===== config.mk =====
export PLATFORM = sky130hd
export DESIGN_NAME = prio_encoder_q
export DESIGN_NICKNAME = d
export VERILOG_FILES = /design/src/rtl/prio_encoder_q_pkg.sv /design/src/rtl/prio_encoder_q_pick.sv /design/src/rtl/prio_encoder_q.sv
export SDC_FILE = /design/constraint.sdc
export NUM_CORES = 1
export LEC_CHECK = 0
export CAP_MARGIN = 20
export CORE_ASPECT_RATIO = 0.9
export CORE_MARGIN = 3
export CORE_UTILIZATION = 52
export DETAILED_ROUTE_END_ITERATION = 10
export GPL_TIMING_DRIVEN = 0
export PLACE_DENSITY = 0.8
export RECOVER_POWER = 50
export SKIP_LAST_GASP = 1
export SLEW_MARGIN = 10
export SYNTH_ARGS = -nofsm -noshare
export SYNTH_HDL_FRONTEND = slang
export SYNTH_HIERARCHICAL = 1
export SYNTH_SLANG_ARGS = --single-unit

===== constraint.sdc =====
create_clock -name clk -period 4.5 [get_ports clk]
set_input_delay 1.35 -clock clk [delete_from_list [all_inputs] [get_ports clk]]
set_output_delay 1.35 -clock clk [all_outputs]
set_load 0.02 [all_outputs]

===== src/rtl/prio_encoder_q_pkg.sv =====
// Shared encoder definitions: FSM state type, width helper and a reusable
// wrap-around priority pick used by the registered priority encoders.
package enc_pkg;

  typedef enum logic [0:0] {
    ST_IDLE    = 1'b0,
    ST_PRESENT = 1'b1
  } enc_state_t;

  // Widest request vector the generic pick function can handle.
  localparam int PICK_MAX = 64;

  typedef struct packed {
    logic       found;
    logic [5:0] idx;
  } pick_t;

  // Index width that never collapses to zero for tiny vectors.
  function automatic int safe_clog2(input int v);
    return (v <= 2) ? 1 : $clog2(v);
  endfunction

  // Descending search of the low n bits of vec, starting at 'start' and
  // wrapping from 0 back to n-1. Returns the first set index and a found flag.
  function automatic pick_t prio_pick(input logic [63:0] vec,
                                      input logic [5:0]  start,
                                      input int          n);
    pick_t r;
    int    i;
    r = '0;
    for (int k = 0; k < PICK_MAX; k++) begin
      if (k < n && !r.found) begin
        i = int'(start) - k;
        if (i < 0) i = i + n;
        if (vec[i[5:0]]) begin
          r.found = 1'b1;
          r.idx   = i[5:0];
        end
      end
    end
    return r;
  endfunction

endpackage


===== src/rtl/prio_encoder_q_pick.sv =====
// Combinational N-bit rotate-and-priority-encode: finds the first set bit of
// vec searching downward from start, wrapping past index 0 to N-1.
module prio_pick_comb
  import enc_pkg::*;
#(
  parameter int  N = 8,
  localparam int W = safe_clog2(N)
) (
  input  logic [N-1:0] vec,
  input  logic [W-1:0] start,
  output logic         found,
  output logic [W-1:0] idx
);

  pick_t       res;
  logic [63:0] vec_ext;
  logic [5:0]  start_ext;
  logic        unused_bits;

  // Widen operands to the generic function's width and run the search.
  always_comb begin
    vec_ext            = '0;
    vec_ext[N-1:0]     = vec;
    start_ext          = '0;
    start_ext[W-1:0]   = start;
    res                = prio_pick(vec_ext, start_ext, N);
  end

  assign found       = res.found;
  assign idx         = res.idx[W-1:0];
  assign unused_bits = ^res.idx;

endmodule


===== src/rtl/prio_encoder_q.sv =====
// Registered priority encoder with sticky pending bits, per-bit eligibility
// mask and a valid/ready grant output. Fixed priority (highest index wins)
// or round-robin selection.
module prio_encoder_q
  import enc_pkg::*;
#(
  parameter int  N  = 8,
  parameter int  RR = 0,
  localparam int W  = safe_clog2(N)
) (
  input  logic         clk,
  input  logic         rst_n,
  input  logic [N-1:0] req,
  input  logic [N-1:0] mask,
  output logic         out_valid,
  output logic [W-1:0] out_idx,
  input  logic         out_ready,
  output logic [N-1:0] pending
);

  localparam logic [W-1:0] TOP_IDX = W'(N - 1);
  localparam logic [N-1:0] ONE_N   = N'(1);

  enc_state_t   state;
  logic [W-1:0] rr_ptr;
  logic         handshake;
  logic [N-1:0] clr;
  logic [N-1:0] pick_vec;
  logic [W-1:0] pick_start;
  logic [W-1:0] next_start;
  logic         pick_found;
  logic [W-1:0] pick_idx;

  assign out_valid = (state == ST_PRESENT);
  assign handshake = out_valid && out_ready;

  // Search start after accepting out_idx: one below it, wrapping to the top.
  // The picker sees the eligible set minus the bit being accepted, so a
  // back-to-back grant never repeats the index just handed out.
  always_comb begin
    clr        = '0;
    next_start = (out_idx == '0) ? TOP_IDX : out_idx - W'(1);
    if (handshake) clr = ONE_N << out_idx;
    pick_vec   = pending & mask & ~clr;
    pick_start = TOP_IDX;
    if (RR != 0) pick_start = handshake ? next_start : rr_ptr;
  end

  prio_pick_comb #(.N(N)) u_pick (
    .vec   (pick_vec),
    .start (pick_start),
    .found (pick_found),
    .idx   (pick_idx)
  );

  // Pending capture, grant FSM and round-robin search start.
  always_ff @(posedge clk or negedge rst_n) begin
    if (!rst_n) begin
      pending <= '0;
      state   <= ST_IDLE;
      out_idx <= '0;
      rr_ptr  <= TOP_IDX;
    end else begin
      pending <= (pending & ~clr) | req;
      case (state)
        ST_IDLE: begin
          if (pick_found) begin
            out_idx <= pick_idx;
            state   <= ST_PRESENT;
          end
        end
        ST_PRESENT: begin
          if (out_ready) begin
            if (RR != 0) rr_ptr <= next_start;
            if (pick_found) out_idx <= pick_idx;
            else            state   <= ST_IDLE;
          end
        end
        default: state <= ST_IDLE;
      endcase
    end
  end

endmodule


# --- Yosys cells after proc, flatten, opt, wreduce, memory -nomap -nowiden ---
# Cells that the tools add are included.
totals:
  reg_bits: 12
  input_bits: 19
  out_inout_bits: 12
  elab_cells: 62
classes:
  n_lt_le_gt_ge: 7
  eq_ne: 1
  shift: 1
  n_mux: 43
  bitwise: 6
  reduce_logical: 1
op_table:
  columns: ["cell", "n"]
  rows:
  - ["7-bit 2-to-1 mux", 15]
  - ["6-bit by 7-bit < comparator with 1-bit output, second input constant", 7]
  - ["1-bit binary-select mux with 6-bit select", 7]
  - ["6-bit 2-to-1 mux", 7]
  - ["8-bit bitwise AND", 3]
  - ["1-bit 2-to-1 mux", 9]
  - ["8-bit 2-to-1 mux", 1]
  - ["8-bit NOT", 1]
  - ["8-bit OR", 1]
  - ["1-bit by 3-bit << shifter with 8-bit output, first input constant", 1]
  - ["3-bit 2-to-1 mux", 2]
  - ["3-bit case mux with 2 select lines", 1]
  - ["2-bit != test, second input constant", 1]
  - ["1-bit case mux with 2 select lines", 1]
  - ["1-bit logical AND", 1]
  - ["1-bit NOT", 1]

# --- Depth between registers and ports, before layout ---
# Gate-level depths: netlist of the first run.
depth:
  depth_word: 43
  mapped_depth: 13
  depth_no_buf: 10

# --- Cells and area by module ---
# Netlist of the first run, hierarchy kept.
modules_own_cells:
  columns: ["module", "n_inst", "cells_per_inst", "area_per_inst_um2", "seq_area_each_um2"]
  rows:
  - ["prio_pick_comb", 1, 109, 1018.5, 0.0]
  - ["prio_encoder_q", 1, 51, 549.3, 300.3]

# --- Least setup slack after synthesis of the first run ---
# No wires, ideal clock.
synth_path:
  path_kind: "input to register"
  from: "in out_ready"
  to: "reg out_idx[2]"
  setup_time_ns: 0.125
  t_arrival_ns: 4.002
  required_time_ns: 4.375
  slack_ns: 0.373
  cell_stages: 11
  path_buffers: 1
  path_cell_list: "and3_1 -> nand2_1 -> and3_1 -> mux4_2 -> mux2_2 -> o32a_1 -> or3_1 -> buf_2 -> or3_1 -> nand2_1 -> mux2_2"
synth_via:
  word_cells_on_any_way: 37
  classes_between: "1 x eq/ne; 33 x mux; 2 x bitwise; 1 x reduce/logical"
synth_rtl:
  columns: ["item", "line_no", "text"]
  rows:
  - ["start: declaration", "prio_encoder_q.sv:17", "input logic out_ready,"]
  - ["1-bit logical AND *", "prio_encoder_q.sv:35", "assign handshake = out_valid && out_ready;"]
  - ["8-bit 2-to-1 mux *", "prio_encoder_q.sv:43", "if (handshake) clr = ONE_N << out_idx;"]
  - ["8-bit NOT *", "prio_encoder_q.sv:44", "pick_vec = pending & mask & ~clr;"]
  - ["8-bit bitwise AND *", "prio_encoder_q.sv:44", null]
  - ["via pick_vec[6]", "prio_encoder_q.sv:28", "logic [N-1:0] pick_vec;"]
  - ["1-bit binary-select mux with 6-bit select", "prio_encoder_q_pkg.sv:35", "if (vec[i[5:0]]) begin"]
  - ["1-bit 2-to-1 mux (not written as such)", "prio_encoder_q_pkg.sv:35", null]
  - ["7-bit 2-to-1 mux", "prio_encoder_q_pkg.sv:35", null]
  - ["7-bit 2-to-1 mux (6 in a row)", "prio_encoder_q_pkg.sv:32", "if (k < n && !r.found) begin"]
  - ["7-bit 2-to-1 mux *", "prio_encoder_q_pkg.sv:32", null]
  - ["via pick_found", "prio_encoder_q.sv:31", "logic pick_found;"]
  - ["3-bit 2-to-1 mux *", "prio_encoder_q.sv:67, prio_encoder_q.sv:75", null]
  - ["3-bit 2-to-1 mux", "prio_encoder_q.sv:73", "if (out_ready) begin"]
  - ["3-bit case mux with 2 select lines *", "prio_encoder_q.sv:65", "case (state)"]
  - ["end signal: assignment", "prio_encoder_q.sv:68", "out_idx <= pick_idx;"]
  - ["end signal: assignment", "prio_encoder_q.sv:75", "if (pick_found) out_idx <= pick_idx;"]
  - ["end: declaration", "prio_encoder_q.sv:16", "output logic [W-1:0] out_idx,"]
# Mark *: on every way through the listed nets, which the timed path passes. The rest lies on a longest branch. The select of a mux whose other input is x is not followed.
# A chain may end at the register's enable or synchronous reset.

# --- Worst setup path after layout of the first run ---
# Same ends and word-level chain as after synthesis.

==> impl_results.md, run 1 <==
- Routability cong.: 1.03
- Slew HR: 0.538
- WS Path Type: input port to flip-flop
- XOR/XNOR Fraction of Synth Area: 0.0223
- Top post-synthesis cells by area: mux4_2 (26%), dfrtp_1 (19%), mux2i_1 (5.1%)
- #FFs+latches synth: 12
- Die X: 63.9 um
- Status: complete, no violations
- Peak supply drop: 0.000235 V
- Multiplexer share of the synthesized area: 0.367
- Residual DRC: 0
- DR pass1 iterations: 4
- Required @ worst endpoint: 4.66 ns
- Critical-path cell list: dlymetal6s2s_1 > and3_1 > nand3_1 > and3_4 > mux4_2 > nand2b_4 > o32a_1 > or3_1 > buf_2 > or3_1 > nand2_2 > mux2_2
- Worst path bufs/invs: 2
- Cts hold-fix bufs: 0
- Filler cells: 215
- Setup WS post-layout: 0.310 ns
- Clock Path Buffers: 2
- Pwr/cell area: 360 nW/um2
- Vias per cell: 6.21
- Clock sinks: 12
- Least-Margin Pin Slew: 0.694 ns
- P&R area growth vs syn: 30.0%
- Root buf cell: clkbuf_4
- DRT Wirelength: 4.24 mm
- First-pass GRT wire length: 7.14 mm
- Setup WS pre-CTS: -0.441 ns
- Final period utilization: 0.931
- Initial DRC count: 126
- Initial Utilization: 0.557
- RSZ-0062 raised after global routing: no
- Largest net degree at the start of global routing: 13
- Type of origin of the critical path: input port
- Static Leak: 0.000802 uW
- Adder-Cell Fraction of Synth Area: 0.0160
- Setup crit end kind: flip-flop
- ANT nets after route: 0
- Final hold vios: 0
- Die height: 58.1 um
- Fmax: 239 MHz
- Synth Area in Simple Gates: 0.184
- Crit-path max FO: 6
- Post-synthesis area per instance: 9.80 um2
- Dpl hpwl: 3.26 mm
- Post-synth EDFFs: 0
- Later-pin clock latency in the skew report: 0.28 ns
- Netlist Area Pre-Place: 1570 um2
- Ys async rst share: 1.00
- Post-synthesis compound-gate area fraction: 0.172
- Skew final: 0.00799 ns
- Via count: 1515
- Fraction of layout cells with a size suffix above 1: 0.216
- Core area: 2820 um2
- FP Rows: 18
- N_diodes: 0
- Initial antenna violation count: 0
- Arrival time worst endpoint: 4.35 ns
- CTS Buf Count: 3
- Synth top area share: 0.259
- Grt total ovfl: 0
- Period minus WS final: 4.19 ns
- Nets: 226
- Max_cap viols: 0
- TritonCTS clock tree: done
- Slew Limit Fails: 0
- Clk pin slew, worst setup/hold paths: 0.08 ns
- Synthesis Warnings: 6
- Post-DR wirelength/cell: 17.4 um
- IO Port Bufs: 30
- Dominant synthesized flop cell: dfrtp_1
- DIE AREA: 3710 um2
- All-Layer GR Usage: 0.241
- Mapped Cells: 160
- Utilization after layout: 0.724
- Cell taking the most area after synthesis: mux4_2
- Vias in the first global route: 1512
- Sequential element share of the synthesized area: 0.192
- Max incr delay on CP: 0.52 ns
- Hold slack: 0.512 ns
- Cell mode on critical path: or3_1
- Hold Crit Class: flip-flop to flip-flop
- Synth top cells by count: mux4_2 (18), nand2_1 (18), dfrtp_1 (12), a21o_1 (10)
- Largest family of logic cells by synthesized area: multiplexers
- # setup viols final: 0
- Crit path max-delay family: simple AND/OR/NAND/NOR gates
- Top-Level Pins: 31
- H-tree Lvls: 1
- Synth cell types: 44
- Final total power: 734 uW
- Max stage delay cell, worst path: mux4_2
## layout make-up
cell class,count,area (um2),area share
clock buffers,4,36.3,0.0178
repair buffers,36,348,0.171
plain buffers,10,48.8,0.0239
multi-input cells,137,1240,0.607
well taps,40,50.0,0.0246
flip-flops and latches,12,300,0.147
inverters,5,18.8,0.00921
## worst paths after layout
check                                       startpoint                     end  slack, ns  depth (start not counted)
worst max-delay path                         out_ready  out_idx[2]$_DFFE_PN0P_       0.31                         12
worst min-delay path              pending[5]$_DFF_PN0_    pending[5]$_DFF_PN0_       0.51                          1
worst max register to register  out_idx[0]$_DFFE_PN0P_  out_idx[2]$_DFFE_PN0P_       1.08                         11
worst min register to register    pending[5]$_DFF_PN0_    pending[5]$_DFF_PN0_       0.51                          1
max in group asynchronous                        rst_n  out_idx[0]$_DFFE_PN0P_       2.63                          1
min in group asynchronous                        rst_n    pending[7]$_DFF_PN0_       1.50                          1
## flip-flops by register name (all words and copies together) (netlist names)
| signal | cells |
|---|---|
| out_valid | 1 |
| pending | 8 |
| out_idx | 3 |
## per-stage QoR
stage	setup TNS [ns]	std cells	area, um2
after CTS	0	239	1990
after detailed placement	-1.41	234	1930
final	0	244	2040
after global placement	-1.22	234	1930
after floorplan	0	164	1580
after global routing	0	244	2040
## layout by cell type (no fill, tap or decap), drive strengths merged, types with 3 or more instances in the layout
master and count:
mux2 8, conb 5, nand2b 4, nor2b 3, clkbuf 9, nand2 18
mux4 18, o211ai 3, dfrtp 12, and3 8, a21o 10, mux2i 8
nor2 5, clkdlybuf4s50 28, buf 11, a21oi 5, and2 3, inv 5
nand3 7
## report_power, final
part | total (uW) | internal, uW | switching (uW)
Combinational | 485 | 245 | 240
Clock | 86.9 | 49.2 | 37.7
Sequential | 162 | 131 | 31.3
Total | 734 | 425 | 309
## logic make-up (layout without fill, tap and decap cells)
logic type,count (synthesis),count (layout)
compound gates,37,37
xor+xnor,4,4
fa+ha+maj,2,2
buf+inv,15,55
flops,12,12
mux,34,34
other cells,1,5
simple gates,55,55
## repair_timing
| action | 4_1_cts | 5_1_grt |
|---|---|---|
| buffers inserted | 1 | 5 |
| gates resized for setup | 6 | 5 |
| endpoints found under the setup margin | 3 | 3 |
| pin swaps | 0 | 4 |
## routing by layer
metal	GRT usage	share of wire	vias to the layer above
met5	0	0	-
met2	0.392	0.50	91
li1	-	-	702
met1	0.336	0.40	720
met4	0.0585	0.0019	0
met3	0.0426	0.096	2
Note: power is estimated with default switching activity, not from simulation.
==> inputs of run 2 (changes only) <==
--- a/config.mk
+++ b/config.mk
@@ -8,10 +8,9 @@
 export CAP_MARGIN = 20
 export CORE_ASPECT_RATIO = 0.9
 export CORE_MARGIN = 3
-export CORE_UTILIZATION = 52
+export CORE_UTILIZATION = 40
 export DETAILED_ROUTE_END_ITERATION = 10
 export GPL_TIMING_DRIVEN = 0
-export PLACE_DENSITY = 0.8
 export RECOVER_POWER = 50
 export SKIP_LAST_GASP = 1
 export SLEW_MARGIN = 10
==> run 2 against run 1 <==
Clock-buffer cell count decreased by 1. Core utilization decreased by 14 points. Clock power increased by 10%. Power increased by 3.0%. First-iteration DRC count decreased by 21%. Combinational power increased by 3%. Sequential share of layout area decreased by 0.23 points. Routed wire length increased by 8.6%. Critical path depth unchanged. Cell area increased by 1.6%. Sequential power about the same. Critical path type unchanged. Critical endpoint unchanged.
==> impl_results.md, run 2 (synthesis gave the netlist of run 1 again) <==
- H-tree Lvls: 1
- Cts hold-fix bufs: 0
- Net Sw Frac: 0.418
- Nets: 227
- Final total power: 756 uW
- DRT Wirelength: 4.60 mm
- M2 GR Usage: 0.327
- Largest net degree at the start of global routing: 13
- Hold Crit Start: pending[5]$_DFF_PN0_
- Least-Margin Pin Slew: 0.751 ns
- Die X: 72.0 um
- Static Leak: 0.000812 uW
- Biggest register: pending
- Via count: 1546
- Type of origin of the critical path: input port
- Utilization after layout: 0.583
- Dpl hpwl: 3.41 mm
- WHS Path Cells: 1
- DIE AREA: 4710 um2
- Crit-path max FO: 6
- RR Endpoint: out_idx[2]$_DFFE_PN0P_
- Top-Level Pins: 31
- Clock sinks: 12
- Fin area: 2070 um2
- Residual DRC: 0
- Reg-to-reg slack, setup: 1.09 ns
- Routability cong.: 0.905
- Status: complete, no violations
- Most common cell after layout, fill and taps aside: clkdlybuf4s50_1
- IO Port Bufs: 30
- Hold Crit Class: flip-flop to flip-flop
- Placed cell areas: 1940 um2
- Final period utilization: 0.926
- Setup crit end kind: flip-flop
- Core area: 3550 um2
- Initial Utilization: 0.441
- Hold Path Sink: pending[5]$_DFF_PN0_
- Placed Cells: 238
- Root buf cell: clkbuf_8
- Grt met1 use: 0.282
- Pwr/cell area: 365 nW/um2
- Switch Pwr: 316 uW
- Final hold vios: 0
- Arrival time worst endpoint: 4.29 ns
- Required @ worst endpoint: 4.62 ns
- Most Crowded Layer GR: met2
- N_diodes: 0
- CTS Buf Count: 3
- Slew Limit Fails: 0
- WS Path Type: input port to flip-flop
- Clock Path Buffers: 2
- Grt total ovfl: 0
- Fraction of layout cells with a size suffix above 1: 0.225
- Clk pin slew, worst setup/hold paths: 0.05 ns
- Post-DR wirelength/cell: 18.5 um
- Vias per cell: 6.23
- Commonest non-fill, non-tap cells in the layout: clkdlybuf4s50_1 (28), mux4_2 (18), nand2_1 (16)
- Comb pwr share: 0.659
- Die height: 65.4 um
- Skew final: 0.00127 ns
- Internal: 440 uW
- Reg power frac: 0.215
- Clock power frac: 0.127
- DR pass1 iterations: 4
- Max_cap viols: 0
- FP Rows: 20
- Later-pin clock latency in the skew report: 0.24 ns
- Initial antenna violation count: 0
- Initial DRC count: 99
- # setup viols final: 0
- RSZ-0062 raised after global routing: no
- TritonCTS clock tree: done
- ANT nets after route: 0
- Met3 Use GR: 0.0474
- First-pass GRT wire length: 7.40 mm
- Largest register FFs: 8
- All-Layer GR Usage: 0.203
- Period minus WS final: 4.17 ns
- P&R area growth vs syn: 32.1%
- Peak supply drop: 0.000237 V
- Fmax: 240 MHz
- Post-Layout Cell Count: 248
- FF-to-FF Start: out_idx[0]$_DFFE_PN0P_
- Worst r2r path cells: 11
- Slew HR: 0.500
- Vias in the first global route: 1520
-- run 2: cell type report --
cell class                      count  area [um2]
Clock buffer                        3        41.3
Timing Repair Buffer               37         355
Sequential cell                    12         300
Tap cell                           44        55.1
Buffer                             10        51.3
Multi-Input combinational cell    137        1250
Fill cell                         316        1480
Inverter                            5        18.8
-- run 2: power groups by stage --
stage | sequential (uW) | combinational (uW) | clock, uW
floorplan | 185 | 294 | 0
global placement | 162 | 443 | 0
detailed placement | 162 | 449 | 0
CTS | 161 | 471 | 98.9
global route | 167 | 532 | 104
finish | 162 | 498 | 95.8
-- run 2: worst max-delay path by stage --
stage | from | endpoint | slack (ns) | depth (start not counted)
6_report | out_ready | out_idx[2]$_DFFE_PN0P_ | 0.33 | 12
5_1_grt | out_ready | out_idx[1]$_DFFE_PN0P_ | 0.23 | 11
4_1_cts | out_ready | out_idx[2]$_DFFE_PN0P_ | 0.007 | 12
3_5_place_dp | out_ready | out_idx[2]$_DFFE_PN0P_ | -0.49 | 12
3_3_place_gp | out_ready | out_idx[2]$_DFFE_PN0P_ | -0.44 | 12
2_1_floorplan | out_ready | out_idx[2]$_DFFE_PN0P_ | 0.37 | 11
-- run 2: timing repair --
item                                    in CTS  in global routing
pin swaps                                    1                  3
endpoints found under the hold margin        0                  0
endpoints found under the setup margin       3                  3
gates resized for setup                     10                  6
setup buffers                                3                  4
-- run 2: worst max-delay path, stage by stage --
cell,delay [ns]
dlymetal6s2s_1,0.11
and3_1,0.27
nand2_2,0.09
and3_4,0.20
mux4_2,0.45
mux2_2,0.28
o32a_1,0.22
or3_1,0.35
buf_4,0.16
or3_4,0.38
nand2_4,0.08
mux2_2,0.33
-- run 2: metrics by stage --
| step | hold slack, ns | setup WS, ns | setup TNS [ns] |
|---|---|---|---|
| after floorplan | 0.606 | 0.373 | 0 |
| after global placement | 0.472 | -0.437 | -1.42 |
| after detailed placement | 0.482 | -0.487 | -1.59 |
| after CTS | 0.502 | 0.00695 | 0 |
| after global routing | 0.517 | 0.229 | 0 |
| final | 0.498 | 0.334 | 0 |
-- run 2: routing by layer --
metal | share of wire | wire (um) | vias to the layer above
li1 | - | - | 705
met1 | 0.44 | 2050 | 773
met2 | 0.48 | 2200 | 64
met3 | 0.065 | 301 | 4
met4 | 0.010 | 47 | 0
met5 | 0 | 0 | -
